==> src/rtl/i3c_ccc_cmdq_master.sv <==
// CCC command queue for the I3C master: CPU-pushed command words are buffered in a FIFO,
// issued one at a time over valid/ready, and tracked to completion with sticky status and an IRQ.
module i3c_ccc_cmdq_master #(
  parameter int          DATA_W    = 32,
  parameter int          DEPTH     = 4,
  parameter logic [7:0]  CCC_ADDR  = 8'h01,
  parameter logic [7:0]  STAT_ADDR = 8'h02
) (
  input  logic              i_clk,
  input  logic              i_rst_n,
  input  logic [DATA_W-1:0] i_cpu_wdata,
  input  logic              i_cpu_wr_en,
  input  logic              i_cpu_rd_en,
  input  logic [7:0]        i_cpu_addr,
  output logic [DATA_W-1:0] o_cpu_rdata,
  output logic              o_cmd_valid,
  output logic [DATA_W-1:0] o_cmd_data,
  input  logic              i_cmd_ready,
  input  logic              i_cmd_done,
  input  logic              i_cmd_err,
  output logic              o_busy,
  output logic              o_irq
);

  localparam int PW = $clog2(DEPTH);
  localparam int CW = PW + 1;

  typedef enum logic [1:0] {IDLE, ISSUE, WAIT} state_e;

  state_e            state_q, state_d;
  logic [PW-1:0]     wr_ptr_q, wr_ptr_d;
  logic [PW-1:0]     rd_ptr_q, rd_ptr_d;
  logic [CW-1:0]     count_q, count_d;
  logic              ovf_q, ovf_d;
  logic              done_q, done_d;
  logic              err_q, err_d;
  logic [2:0]        irq_en_q, irq_en_d;
  logic [DATA_W-1:0] last_wr_q, last_wr_d;
  logic [DATA_W-1:0] rdata_q, rdata_d;
  logic              cmd_valid_q, cmd_valid_d;
  logic [DATA_W-1:0] cmd_data_q, cmd_data_d;
  logic              irq_q, irq_d;

  logic [DATA_W-1:0] mem_q [DEPTH];

  logic              ccc_wr, stat_wr, flush, push_req, push, pop, done_evt;
  logic              full, empty, busy;
  logic [2:0]        irq_en_wr;
  logic [18:0]       stat19;
  logic [DATA_W-1:0] stat_word;

  assign ccc_wr   = i_cpu_wr_en && (i_cpu_addr == CCC_ADDR);
  assign stat_wr  = i_cpu_wr_en && (i_cpu_addr == STAT_ADDR);
  assign flush    = ccc_wr && i_cpu_wdata[DATA_W-1];
  assign push_req = ccc_wr && !i_cpu_wdata[DATA_W-1];
  assign full     = (count_q == CW'(DEPTH));
  assign empty    = (count_q == '0);
  // A full FIFO drops the word even when the head is popped in the same cycle.
  assign push     = push_req && !full;
  assign pop      = (state_q == ISSUE) && i_cmd_ready && !flush;
  assign done_evt = (state_q == WAIT) && i_cmd_done && !flush;
  assign busy     = (state_q != IDLE) || !empty;

  generate
    if (DATA_W >= 19) begin : g_irq_en_field
      assign irq_en_wr = i_cpu_wdata[18:16];
    end else begin : g_irq_en_none
      assign irq_en_wr = 3'b000;
    end
  endgenerate

  always_comb begin
    stat19        = '0;
    stat19[0]     = busy;
    stat19[1]     = full;
    stat19[2]     = empty;
    stat19[3]     = ovf_q;
    stat19[4]     = done_q;
    stat19[5]     = err_q;
    stat19[15:8]  = 8'(count_q);
    stat19[18:16] = irq_en_q;
  end

  assign stat_word = DATA_W'(stat19);

  always_comb begin
    state_d     = state_q;
    wr_ptr_d    = wr_ptr_q;
    rd_ptr_d    = rd_ptr_q;
    count_d     = count_q;
    ovf_d       = ovf_q;
    done_d      = done_q;
    err_d       = err_q;
    irq_en_d    = irq_en_q;
    last_wr_d   = last_wr_q;
    rdata_d     = rdata_q;
    cmd_valid_d = cmd_valid_q;
    cmd_data_d  = cmd_data_q;
    irq_d       = |({err_q, done_q, ovf_q} & irq_en_q);

    if (ccc_wr) begin
      last_wr_d = i_cpu_wdata;
    end
    if (stat_wr) begin
      irq_en_d = irq_en_wr;
    end
    // Reads return the register contents as they were before any same-cycle write.
    if (i_cpu_rd_en) begin
      if (i_cpu_addr == CCC_ADDR) begin
        rdata_d = last_wr_q;
      end else if (i_cpu_addr == STAT_ADDR) begin
        rdata_d = stat_word;
      end else begin
        rdata_d = '0;
      end
    end

    if (flush) begin
      state_d     = IDLE;
      wr_ptr_d    = '0;
      rd_ptr_d    = '0;
      count_d     = '0;
      ovf_d       = 1'b0;
      done_d      = 1'b0;
      err_d       = 1'b0;
      cmd_valid_d = 1'b0;
    end else begin
      if (push) begin
        wr_ptr_d = wr_ptr_q + PW'(1);
      end
      if (pop) begin
        rd_ptr_d = rd_ptr_q + PW'(1);
      end
      case ({push, pop})
        2'b10:   count_d = count_q + CW'(1);
        2'b01:   count_d = count_q - CW'(1);
        default: count_d = count_q;
      endcase

      // Set events take precedence over the W1C clear.
      ovf_d  = (ovf_q  && !(stat_wr && i_cpu_wdata[3])) || (push_req && full);
      done_d = (done_q && !(stat_wr && i_cpu_wdata[4])) || done_evt;
      err_d  = (err_q  && !(stat_wr && i_cpu_wdata[5])) || (done_evt && i_cmd_err);

      case (state_q)
        IDLE: begin
          if (!empty) begin
            state_d     = ISSUE;
            cmd_valid_d = 1'b1;
            cmd_data_d  = mem_q[rd_ptr_q];
          end
        end
        ISSUE: begin
          if (i_cmd_ready) begin
            state_d     = WAIT;
            cmd_valid_d = 1'b0;
          end
        end
        WAIT: begin
          if (i_cmd_done) begin
            state_d = IDLE;
          end
        end
        default: begin
          state_d     = IDLE;
          cmd_valid_d = 1'b0;
        end
      endcase
    end
  end

  always_ff @(posedge i_clk) begin
    if (push) begin
      mem_q[wr_ptr_q] <= i_cpu_wdata;
    end
  end

  always_ff @(posedge i_clk or negedge i_rst_n) begin
    if (!i_rst_n) begin
      state_q     <= IDLE;
      wr_ptr_q    <= '0;
      rd_ptr_q    <= '0;
      count_q     <= '0;
      ovf_q       <= 1'b0;
      done_q      <= 1'b0;
      err_q       <= 1'b0;
      irq_en_q    <= 3'b000;
      last_wr_q   <= '0;
      rdata_q     <= '0;
      cmd_valid_q <= 1'b0;
      cmd_data_q  <= '0;
      irq_q       <= 1'b0;
    end else begin
      state_q     <= state_d;
      wr_ptr_q    <= wr_ptr_d;
      rd_ptr_q    <= rd_ptr_d;
      count_q     <= count_d;
      ovf_q       <= ovf_d;
      done_q      <= done_d;
      err_q       <= err_d;
      irq_en_q    <= irq_en_d;
      last_wr_q   <= last_wr_d;
      rdata_q     <= rdata_d;
      cmd_valid_q <= cmd_valid_d;
      cmd_data_q  <= cmd_data_d;
      irq_q       <= irq_d;
    end
  end

  assign o_cpu_rdata = rdata_q;
  assign o_cmd_valid = cmd_valid_q;
  assign o_cmd_data  = cmd_data_q;
  assign o_busy      = busy;
  assign o_irq       = irq_q;

endmodule

==> config.mk <==
export PLATFORM = sky130hd
export DESIGN_NAME = i3c_ccc_cmdq_master
export DESIGN_NICKNAME = d
export VERILOG_FILES = /design/src/rtl/i3c_ccc_cmdq_master.sv
export SDC_FILE = /design/constraint.sdc
export NUM_CORES = 1
export LEC_CHECK = 0
export BUFFER_PORTS_ARGS = -buffer_cell sky130_fd_sc_hd__buf_2
export CORE_ASPECT_RATIO = 1.75
export CORE_MARGIN = 3
export CORE_UTILIZATION = 44
export CTS_CLUSTER_SIZE = 16
export DETAILED_ROUTE_END_ITERATION = 16
export GPL_TIMING_DRIVEN = 0
export MAX_ROUTING_LAYER = met4
export PLACE_DENSITY_LB_ADDON = 0.15
export REMOVE_ABC_BUFFERS = 1
export SETUP_SLACK_MARGIN = 0.02
export SLEW_MARGIN = 20
export SYNTH_ARGS = -nofsm -noshare
export SYNTH_HDL_FRONTEND = slang
export SYNTH_SLANG_ARGS = --single-unit
==> constraint.sdc <==
create_clock -name i_clk -period 2.3 [get_ports i_clk]
set_input_delay 0.23 -clock i_clk [delete_from_list [all_inputs] [get_ports i_clk]]
set_output_delay 0.23 -clock i_clk [all_outputs]
set_load 0.005 [all_outputs]
==> results.yml, run 1 <==
global_route:
  grt_pass1_wl_um: 32100
  grt_max_degree: 67
  overflow: 0
  antenna_found_initial: 0
  grt_usage_pct: 18.6
  grt_pass1_vias: 5909
timing:
  worstMarginPinSlew_ns: 0.971
  hold_viol: 0
  fin_skew_ns: 0.00845
  rsz0062_at_grt: "true"
  post-route-period-util_pct: 97.8
  fmax_mhz: 444
  slew_headroom_pct: 35.0
  setup_viol: 0
  slew_violations: 0
  fin_crit_ns: 2.25
  tns_ns: 0
  worst_slack_ns: 0.0496
synth:
  yosys.cell_types.count: 41
  syn_area_per_cell_um2: 15.2
  async_flop_share_pct: 46.9
  ys_seq_elements: 241
  netlist_instances: 613
  syn-cell-area_um2: 9310
  yosys_warnings: 0
  synth_enable_flop_cells: 128
  synth.yosys.seq_area_share_pct: 71.7
  ys.flop_type: "edfxtp_1"
clock_tree:
  cts_made_buffers: 23
  cts_tree: "built"
  root_buffer: "clkbuf_16"
  htree_levels: 1
  clockBufferDepth: 3
  cts_sinks: 241
  clkSlewWorstSetupHoldPaths_ns: 0.06
  worst_skew_pair.late_latency_ns: 0.51
floorplan:
  rows: 69
  start_util_pct: 45.3
  die_y_um: 198
  io_pins: 114
  dieArea_um2: 23000
  die_w_um: 116
  coreArea_um2: 20500
final_layout:
  drive_gt1_share_pct: 32.5
  fin_cells: 1033
  area_growth_pct: 23.4
  final_nets: 820
  final_common_cell: "edfxtp_1"
  final_util_pct: 55.9
  diodes: 0
  mostFrequentLayoutCells: "128 x edfxtp_1, 111 x buf_2, 110 x dfrtp_1, 100 x nand2_1, 36 x mux2_2"
  final_area_um2: 11500
outcome:
  status: "finished clean"
drt:
  dr.pass1.iters: 4
  wl_um: 20300
  vias: 5531
  wl_per_cell_um: 19.7
  vias_per_cell: 5.35
  first_iter_violations: 244
  ant_nets: 0
  drt_drc_violations_left: 0
placement:
  dp_cells: 956
  placed_area_um2: 10300
  place_congestion: 0.755
  place_ws_ns: -1.03
  hpwlAfterDp_um: 13000
  port_buffers: 113
setup_path:
  crit_type: "input port to flip-flop"
  crit_fanout: 18
  critPathLaunchType: "input port"
  worstSetupEndpointType: "flip-flop"
  worst_ep_required_time_ns: 2.51
  crit_slowest_cell: "or4_4"
  arrival_ns: 2.46
  path_cells: "buf_2 -> or4_4 -> nor3_4 -> buf_8 -> nor3b_1 -> and2_2 -> buf_12"
  slowest_delay_ns: 0.57
run:
  maxCapViolations: 0
pwr:
  power.density_nw_per_um2: 1040
  p_leak_nw: 4.68
  ir_drop_uv: 688
hold_path:
  hp-class: "input port to flip-flop"
[through the flow]
| step | power [mW] | hold WS [ns] |
|---|---|---|
| floorplan | 7.05 | -0.0656 |
| global placement | 7.84 | 0.450 |
| detailed placement | 8.20 | 0.215 |
| CTS | 12.2 | 0.00295 |
| global route | 12.6 | 0.0254 |
| finish | 12.0 | 0.0374 |
[routing by layer]
layer	part of all wire [%]	vias to the layer above	track usage, %
met2	53	152	32.3
met3	4.2	47	2.19
li1	-	2531	-
met4	2.6	0	5.42
met1	40	2801	22.9
met5	0	-	-
[state kept, by name, indices dropped and copies added, names as in the netlist]
signal	count
o_cmd_valid	1
rd_ptr_q	2
last_wr_q	32
done_q	1
wr_ptr_q	2
irq_en_q	3
o_irq	1
o_cpu_rdata	32
ovf_q	1
mem_q	128
o_cmd_data	32
err_q	1
count_q	3
state_q	2
[critical path, delay by kind of cell]
family                 cells  cell delay, ns
buffers and inverters      3            0.53
and+or+nand+nor            4            1.67
[where the power goes]
group	internal, mW	leakage, nW	switching (mW)
Sequential	5.00	2.59	0.467
Combinational	1.58	1.70	1.06
Clock	2.29	0.388	1.59
[final timing paths]
kind,startpoint,depth (start not counted),slack (ns),to
hold reg to reg,last_wr_q[23],2,0.47,last_wr_q[23]
max in group asynchronous,i_rst_n,3,1.32,rd_ptr_q[0]
setup reg to reg,count_q[2],4,0.14,mem_q[3][23]
min in group asynchronous,i_rst_n,2,0.23,o_cmd_data[28]
setup / recovery,i_cpu_addr[3],7,0.05,mem_q[3][23]
hold / removal,i_cmd_done,3,0.04,state_q[1]
[cell families (layout without fill, tap and decap cells)]
logic type | Yosys count | in the layout | synth area share, %
AO/OA/AOI/OAI | 63 | 63 | 4.03
adder cells (fa/ha/maj) | 5 | 5 | 0.753
XOR/XNOR | 2 | 2 | 0.188
AND/OR/NAND/NOR | 175 | 175 | 8.60
multiplexers | 70 | 70 | 12.3
buffers and inverters | 57 | 229 | 2.43
flip-flops | 241 | 241 | 71.7
[cell usage after synthesis (all sizes together) (5+ instances only)]
library cell,count,share of area (%)
dfrtp,113,30
a21oi,18,0.97
nand2b,5,0.34
clkbuf,22,0.89
buf,10,0.54
nand2,100,4.0
nor3,6,0.44
edfxtp,128,41
nor2,22,0.89
a22oi,16,1.3
o21ai,22,1.2
nand3,20,1.1
mux4,32,7.7
inv,25,1.0
and2,6,0.40
mux2,37,4.5
[cell type report]
cell class              instances  area [um2]
clock buffers                  30         632
inverters                      25        93.8
repair buffers                162        1170
clock inverters                12         144
fillers                      1708        9060
flip-flops and latches        241        6680
well taps                     248         310
multi-input cells             315        2460
[timing repair]
action	4_1_cts	5_1_grt
gates resized for setup	2	4
hold endpoints to repair	202	0
hold buffers	32	0
pin swaps	2	1
setup buffers	3	0
setup endpoints to repair	158	66
Power figures use the tool's default switching activity.
==> run 2: changes to the inputs <==
--- a/config.mk
+++ b/config.mk
@@ -5,7 +5,7 @@
 export SDC_FILE = /design/constraint.sdc
 export NUM_CORES = 1
 export LEC_CHECK = 0
-export BUFFER_PORTS_ARGS = -buffer_cell sky130_fd_sc_hd__buf_2
+export BUFFER_PORTS_ARGS = -buffer_cell sky130_fd_sc_hd__clkbuf_2
 export CORE_ASPECT_RATIO = 1.75
 export CORE_MARGIN = 3
 export CORE_UTILIZATION = 44
@@ -14,7 +14,6 @@
 export GPL_TIMING_DRIVEN = 0
 export MAX_ROUTING_LAYER = met4
 export PLACE_DENSITY_LB_ADDON = 0.15
-export REMOVE_ABC_BUFFERS = 1
 export SETUP_SLACK_MARGIN = 0.02
 export SLEW_MARGIN = 20
 export SYNTH_ARGS = -nofsm -noshare
==> results.yml, run 2 (synthesis results as in run 1) <==
outcome:
  status: "finished clean"
clock_tree:
  cts_tree: "built"
  worst_skew_pair.late_latency_ns: 0.51
  cts_made_buffers: 23
  cts_sinks: 241
  clockBufferDepth: 3
  clkSlewWorstSetupHoldPaths_ns: 0.07
  root_buffer: "clkbuf_16"
  htree_levels: 1
  post_cts.repair.setup_buffers: 0
setup_path:
  worst_ep_required_time_ns: 2.71
  crit_start: "count_q[2]"
  r2r-start: "count_q[2]"
  crit_type: "flip-flop to flip-flop"
  crit_fanout: 9
  reg2reg_depth: 8
  arrival_ns: 2.63
  critPathLaunchType: "flip-flop"
  regToRegSetupSlack_ns: 0.08
  worstSetupEndpointType: "flip-flop"
  timing.rr.end: "count_q[2]"
final_layout:
  final_area_um2: 11300
  multi_input_area_um2: 2470
  final_nets: 830
  largest_reg_flops: 128
  diodes: 0
  drive_gt1_share_pct: 30.7
  area_growth_pct: 21.4
  final_common_cell: "edfxtp_1"
  fin_cells: 1043
  seq_area_um2: 6670
  fillerInstances: 1715
  top_register: "mem_q"
  mostFrequentLayoutCells: "128 x edfxtp_1, 113 x dfrtp_1, 111 x clkbuf_2, 100 x nand2_1, 36 x mux2_2"
global_route:
  grt_pass1_wl_um: 33200
  grt_usage_pct: 19.5
  antenna_found_initial: 0
  grt_pass1_vias: 6075
  overflow: 0
  grt_max_degree: 72
drt:
  wl_per_cell_um: 20.1
  vias: 5563
  drt_drc_violations_left: 0
  first_iter_violations: 238
  dr.pass1.iters: 4
  wl_um: 21000
  vias_per_cell: 5.33
  ant_nets: 0
pwr:
  switching_power_mw: 3.13
  p_sw_share_pct: 26.6
  p_comb_share_pct: 23.3
  p_int_mw: 8.65
  p_clk_share_pct: 31.7
  ir_drop_uv: 551
  p_leak_nw: 4.59
  power.density_nw_per_um2: 1040
  seq_power_share_pct: 45.0
timing:
  slew_headroom_pct: 39.4
  rsz0062_at_grt: "true"
  tns_ns: 0
  worstMarginPinSlew_ns: 0.900
  fin_crit_ns: 2.22
  slew_violations: 0
  fin_hold_ws_ns: 0.0114
  fin_skew_ns: 0.0210
  hold_viol: 0
  post-route-period-util_pct: 96.7
  fmax_mhz: 450
  worst_slack_ns: 0.0755
  setup_viol: 0
placement:
  dp_cells: 974
  hpwlAfterDp_um: 14300
  placed_area_um2: 10200
  place_ws_ns: -0.610
  place_congestion: 0.873
  port_buffers: 112
floorplan:
  die_y_um: 198
  io_pins: 114
  dieArea_um2: 23000
  start_util_pct: 45.3
  die_w_um: 116
  coreArea_um2: 20500
  rows: 69
run:
  maxCapViolations: 0
synth:
  synth_nets: 665
hold_path:
  hp-start: "i_cpu_wdata[12]"
  hold-path-cell-count: 1
  min_to: "mem_q[0][12]"
  hp-class: "input port to flip-flop"
==> run 2: changes by cell type in the layout (fill, tap and decap cells not counted), moves of 5 or more <==
cell           before  now
buf_12              5    0
buf_2             111    5
clkbuf_1            4   24
clkbuf_2            0  111
dlygate4sd3_1      32   26
==> run 2: worst max-delay path by stage <==
stage,endpoint,depth (start not counted)
floorplan,mem_q[0][0],4
global placement,o_cpu_rdata[10],1
detailed placement,mem_q[0][4],5
CTS,o_cmd_data[11],4
global route,count_q[2],8
finish,count_q[2],8
==> run 2: layer usage <==
layer	track usage, %	part of all wire, %	up-vias
met2	32.9	52	163
met1	23.4	38	2785
li1	-	-	2562
met5	-	0	-
met3	2.74	5.1	53
met4	8.39	4.3	0
==> run 2: critical path, cell delays in order, from the launching register on <==
cell,delay [ns]
dfrtp_1,0.50
nor3b_4,0.51
nand2b_1,0.10
a21oi_1,0.20
fa_2,0.28
nand2_1,0.06
mux2i_1,0.18
o22ai_1,0.10
nor3_1,0.19
==> run 2: power by group through the flow <==
stage	logic, mW	registers (mW)	clock network, mW
floorplan	1.77	5.33	0
global placement	2.63	5.36	0
detailed placement	2.73	5.38	0
CTS	2.78	5.30	3.84
global route	3.00	5.36	4.01
finish	2.74	5.31	3.74
==> run 2: timing repair <==
item,4_1_cts,5_1_grt
hold endpoints to repair,152,0
pin swaps,0,0
hold buffers,26,0
endpoints found under the setup margin,160,123
resized for setup,12,9
gates cloned,0,1
==> run 2: area by class of cell <==
type                            instances  area share [%]
Timing Repair Buffer                  139            7.58
Buffer                                 32            1.34
Clock inverter                         12            1.03
Tap cell                              248            2.75
Clock buffer                           30            5.59
Sequential cell                       241            59.0
Inverter                               25           0.830
Multi-Input combinational cell        316            21.8
==> run 2: per-stage QoR <==
step | utilization [%] | total power [mW]
after floorplan | - | 7.11
after CTS | 54.8 | 11.9
final | 55.0 | 11.8
after global placement | 49.6 | 8.00
after global routing | 55.0 | 12.4
after detailed placement | 49.8 | 8.11
==> run 3: changes to the inputs <==
--- a/config.mk
+++ b/config.mk
@@ -5,12 +5,12 @@
 export SDC_FILE = /design/constraint.sdc
 export NUM_CORES = 1
 export LEC_CHECK = 0
-export BUFFER_PORTS_ARGS = -buffer_cell sky130_fd_sc_hd__clkbuf_2
 export CORE_ASPECT_RATIO = 1.75
 export CORE_MARGIN = 3
 export CORE_UTILIZATION = 44
 export CTS_CLUSTER_SIZE = 16
 export DETAILED_ROUTE_END_ITERATION = 16
+export DONT_BUFFER_PORTS = 1
 export GPL_TIMING_DRIVEN = 0
 export MAX_ROUTING_LAYER = met4
 export PLACE_DENSITY_LB_ADDON = 0.15
==> results.yml, run 3 (synthesis results as in run 1) <==
global_route:
  overflow: 0
  grt_pass1_wl_um: 32200
  antenna_found_initial: 3
  grt_pass1_vias: 5673
  grt_max_degree: 114
  grt_usage_pct: 19.0
setup_path:
  slowest_delay_ns: 0.57
  crit_top_cell: "a21oi_1"
  cp_num_buf_inv: 0
  crit_start: "count_q[0]"
  critPathLaunchType: "flip-flop"
  regToRegSetupSlack_ns: 0.09
  crit_family: "simple AND/OR/NAND/NOR gates"
  worstSetupEndpointType: "flip-flop"
  arrival_ns: 2.57
  crit_fanout: 9
  crit_slowest_cell: "nor3b_2"
  r2r-start: "count_q[0]"
  crit_type: "flip-flop to flip-flop"
  worst_ep_required_time_ns: 2.66
  path_cells: "nor3b_2 -> nand2b_1 -> a21oi_1 -> fa_2 -> and2_1 -> a21oi_1 -> o22ai_1 -> nor3_1"
timing:
  fin_crit_ns: 2.21
  hold_viol: 113
  worstMarginPinSlew_ns: 0.890
  fin_skew_ns: 0.0132
  setup_viol: 0
  tns_ns: 0
  rsz0062_at_grt: "true"
  slew_headroom_pct: 40.2
  fin_hold_ws_ns: -0.584
  slew_violations: 0
  fmax_mhz: 453
  post-route-period-util_pct: 96.0
clock_tree:
  cts_hold_buf: 35
  cts_tree: "built"
  root_buffer: "clkbuf_16"
  cts_made_buffers: 23
  clkSlewWorstSetupHoldPaths_ns: 0.06
  cts_sinks: 241
  htree_levels: 1
  clockBufferDepth: 3
  worst_skew_pair.late_latency_ns: 0.51
hold_path:
  hp-class: "input port to asynchronous set/reset pin"
placement:
  hpwlAfterDp_um: 13800
  place_congestion: 0.865
  port_buffers: 0
  placed_area_um2: 9640
final_layout:
  final_common_cell: "edfxtp_1"
  mostFrequentLayoutCells: "128 x edfxtp_1, 113 x dfrtp_1, 100 x nand2_1, 36 x mux2_2, 35 x dlygate4sd3_1"
  largest_reg_flops: 128
  seq_area_um2: 6670
  final_nets: 725
  multi_input_area_um2: 2430
  drive_gt1_share_pct: 18.8
  area_growth_pct: 16.5
  top_register: "mem_q"
  fillerInstances: 1774
  final_area_um2: 10800
drt:
  vias_per_cell: 5.52
  wl_per_cell_um: 22.1
  vias: 5196
  wl_um: 20800
  first_iter_violations: 269
  dr.pass1.iters: 4
  drt_drc_violations_left: 0
  ant_nets: 0
floorplan:
  die_w_um: 116
  dieArea_um2: 23000
  die_y_um: 198
  rows: 69
  io_pins: 114
  coreArea_um2: 20500
  start_util_pct: 45.3
pwr:
  p_total_mw: 11.7
  power.density_nw_per_um2: 1080
  p_int_mw: 8.75
  p_clk_share_pct: 34.7
  switching_power_mw: 2.97
  p_leak_nw: 4.16
  seq_power_share_pct: 46.1
  ir_drop_uv: 766
  p_sw_share_pct: 25.3
  p_comb_share_pct: 19.2
outcome:
  status: "finished, violations left"
  violations: "negative hold slack"
synth:
  synth_nets: 665
run:
  maxCapViolations: 0
[run 3: cell types whose count changed in the layout (fill, tap and decap cells not counted), sizes merged, moves of 2 or more]
cell,previous run,this run
clkinv,8,4
bufinv,2,4
dlygate4sd3,26,35
clkbuf,165,54
diode,0,3
[run 3: final timing paths]
kind / cells past startpoint / endpoint
max: 8 / count_q[2]
min reg2reg: 2 / last_wr_q[27]
min in group i_clk: 2 / state_q[1]
max in group asynchronous: 0 / o_cmd_data[8]
min: 0 / o_cmd_data[24]
max reg2reg: 8 / count_q[2]
[run 3: worst reg2reg max path: stages (launching register included)]
cell and delay (ns):
dfrtp_1 0.47, nor3b_2 0.57, nand2b_1 0.12, a21oi_1 0.18, fa_2 0.27, and2_1 0.14
a21oi_1 0.07, o22ai_1 0.18, nor3_1 0.06
[run 3: area by class of cell]
type | count | share of cell area (%)
Buffer | 32 | 1.35
Clock inverter | 10 | 1.42
Clock buffer | 32 | 6.27
Tap cell | 248 | 2.86
Multi-Input combinational cell | 315 | 22.4
Sequential cell | 241 | 61.5
Inverter | 25 | 0.865
Antenna cell | 3 | 0.0692
Timing Repair Buffer | 35 | 3.23
[run 3: per-stage QoR]
step                setup slack, ns  instances  hold WS, ns  utilization, %
floorplan                    0.0541        613      -0.0656               -
global placement             -0.470        861      -0.0619            46.9
detailed placement           -0.529        861      -0.0606            46.9
CTS                          0.0525        938       -0.606            52.8
global route                -0.0683        941       -0.613            52.8
finish                       0.0927        941       -0.584            52.8
[run 3: power by group through the flow]
stage               Sequential [mW]  Clock, mW  Combinational (mW)
finish                         5.40       4.07                2.25
global route                   5.46       4.32                2.48
CTS                            5.42       4.17                2.32
detailed placement             5.50          0                2.21
global placement               5.49          0                2.15
floorplan                      5.33          0                1.77
[run 3: per-layer routing]
metal  GRT usage [%]  wire, um  vias up
met5               -         0        -
met4            6.15       500        0
met3            3.62      1080       30
met2            33.9     11500      147
met1            21.3      7770     2675
li1                -         -     2344
[run 3: what timing repair did]
item | in CTS | in global routing
endpoints found under the setup margin | 159 | 31
gates cloned | 0 | 0
hold endpoints to repair | 283 | 113
resized for setup | 12 | 2
buffers inserted | 0 | 0
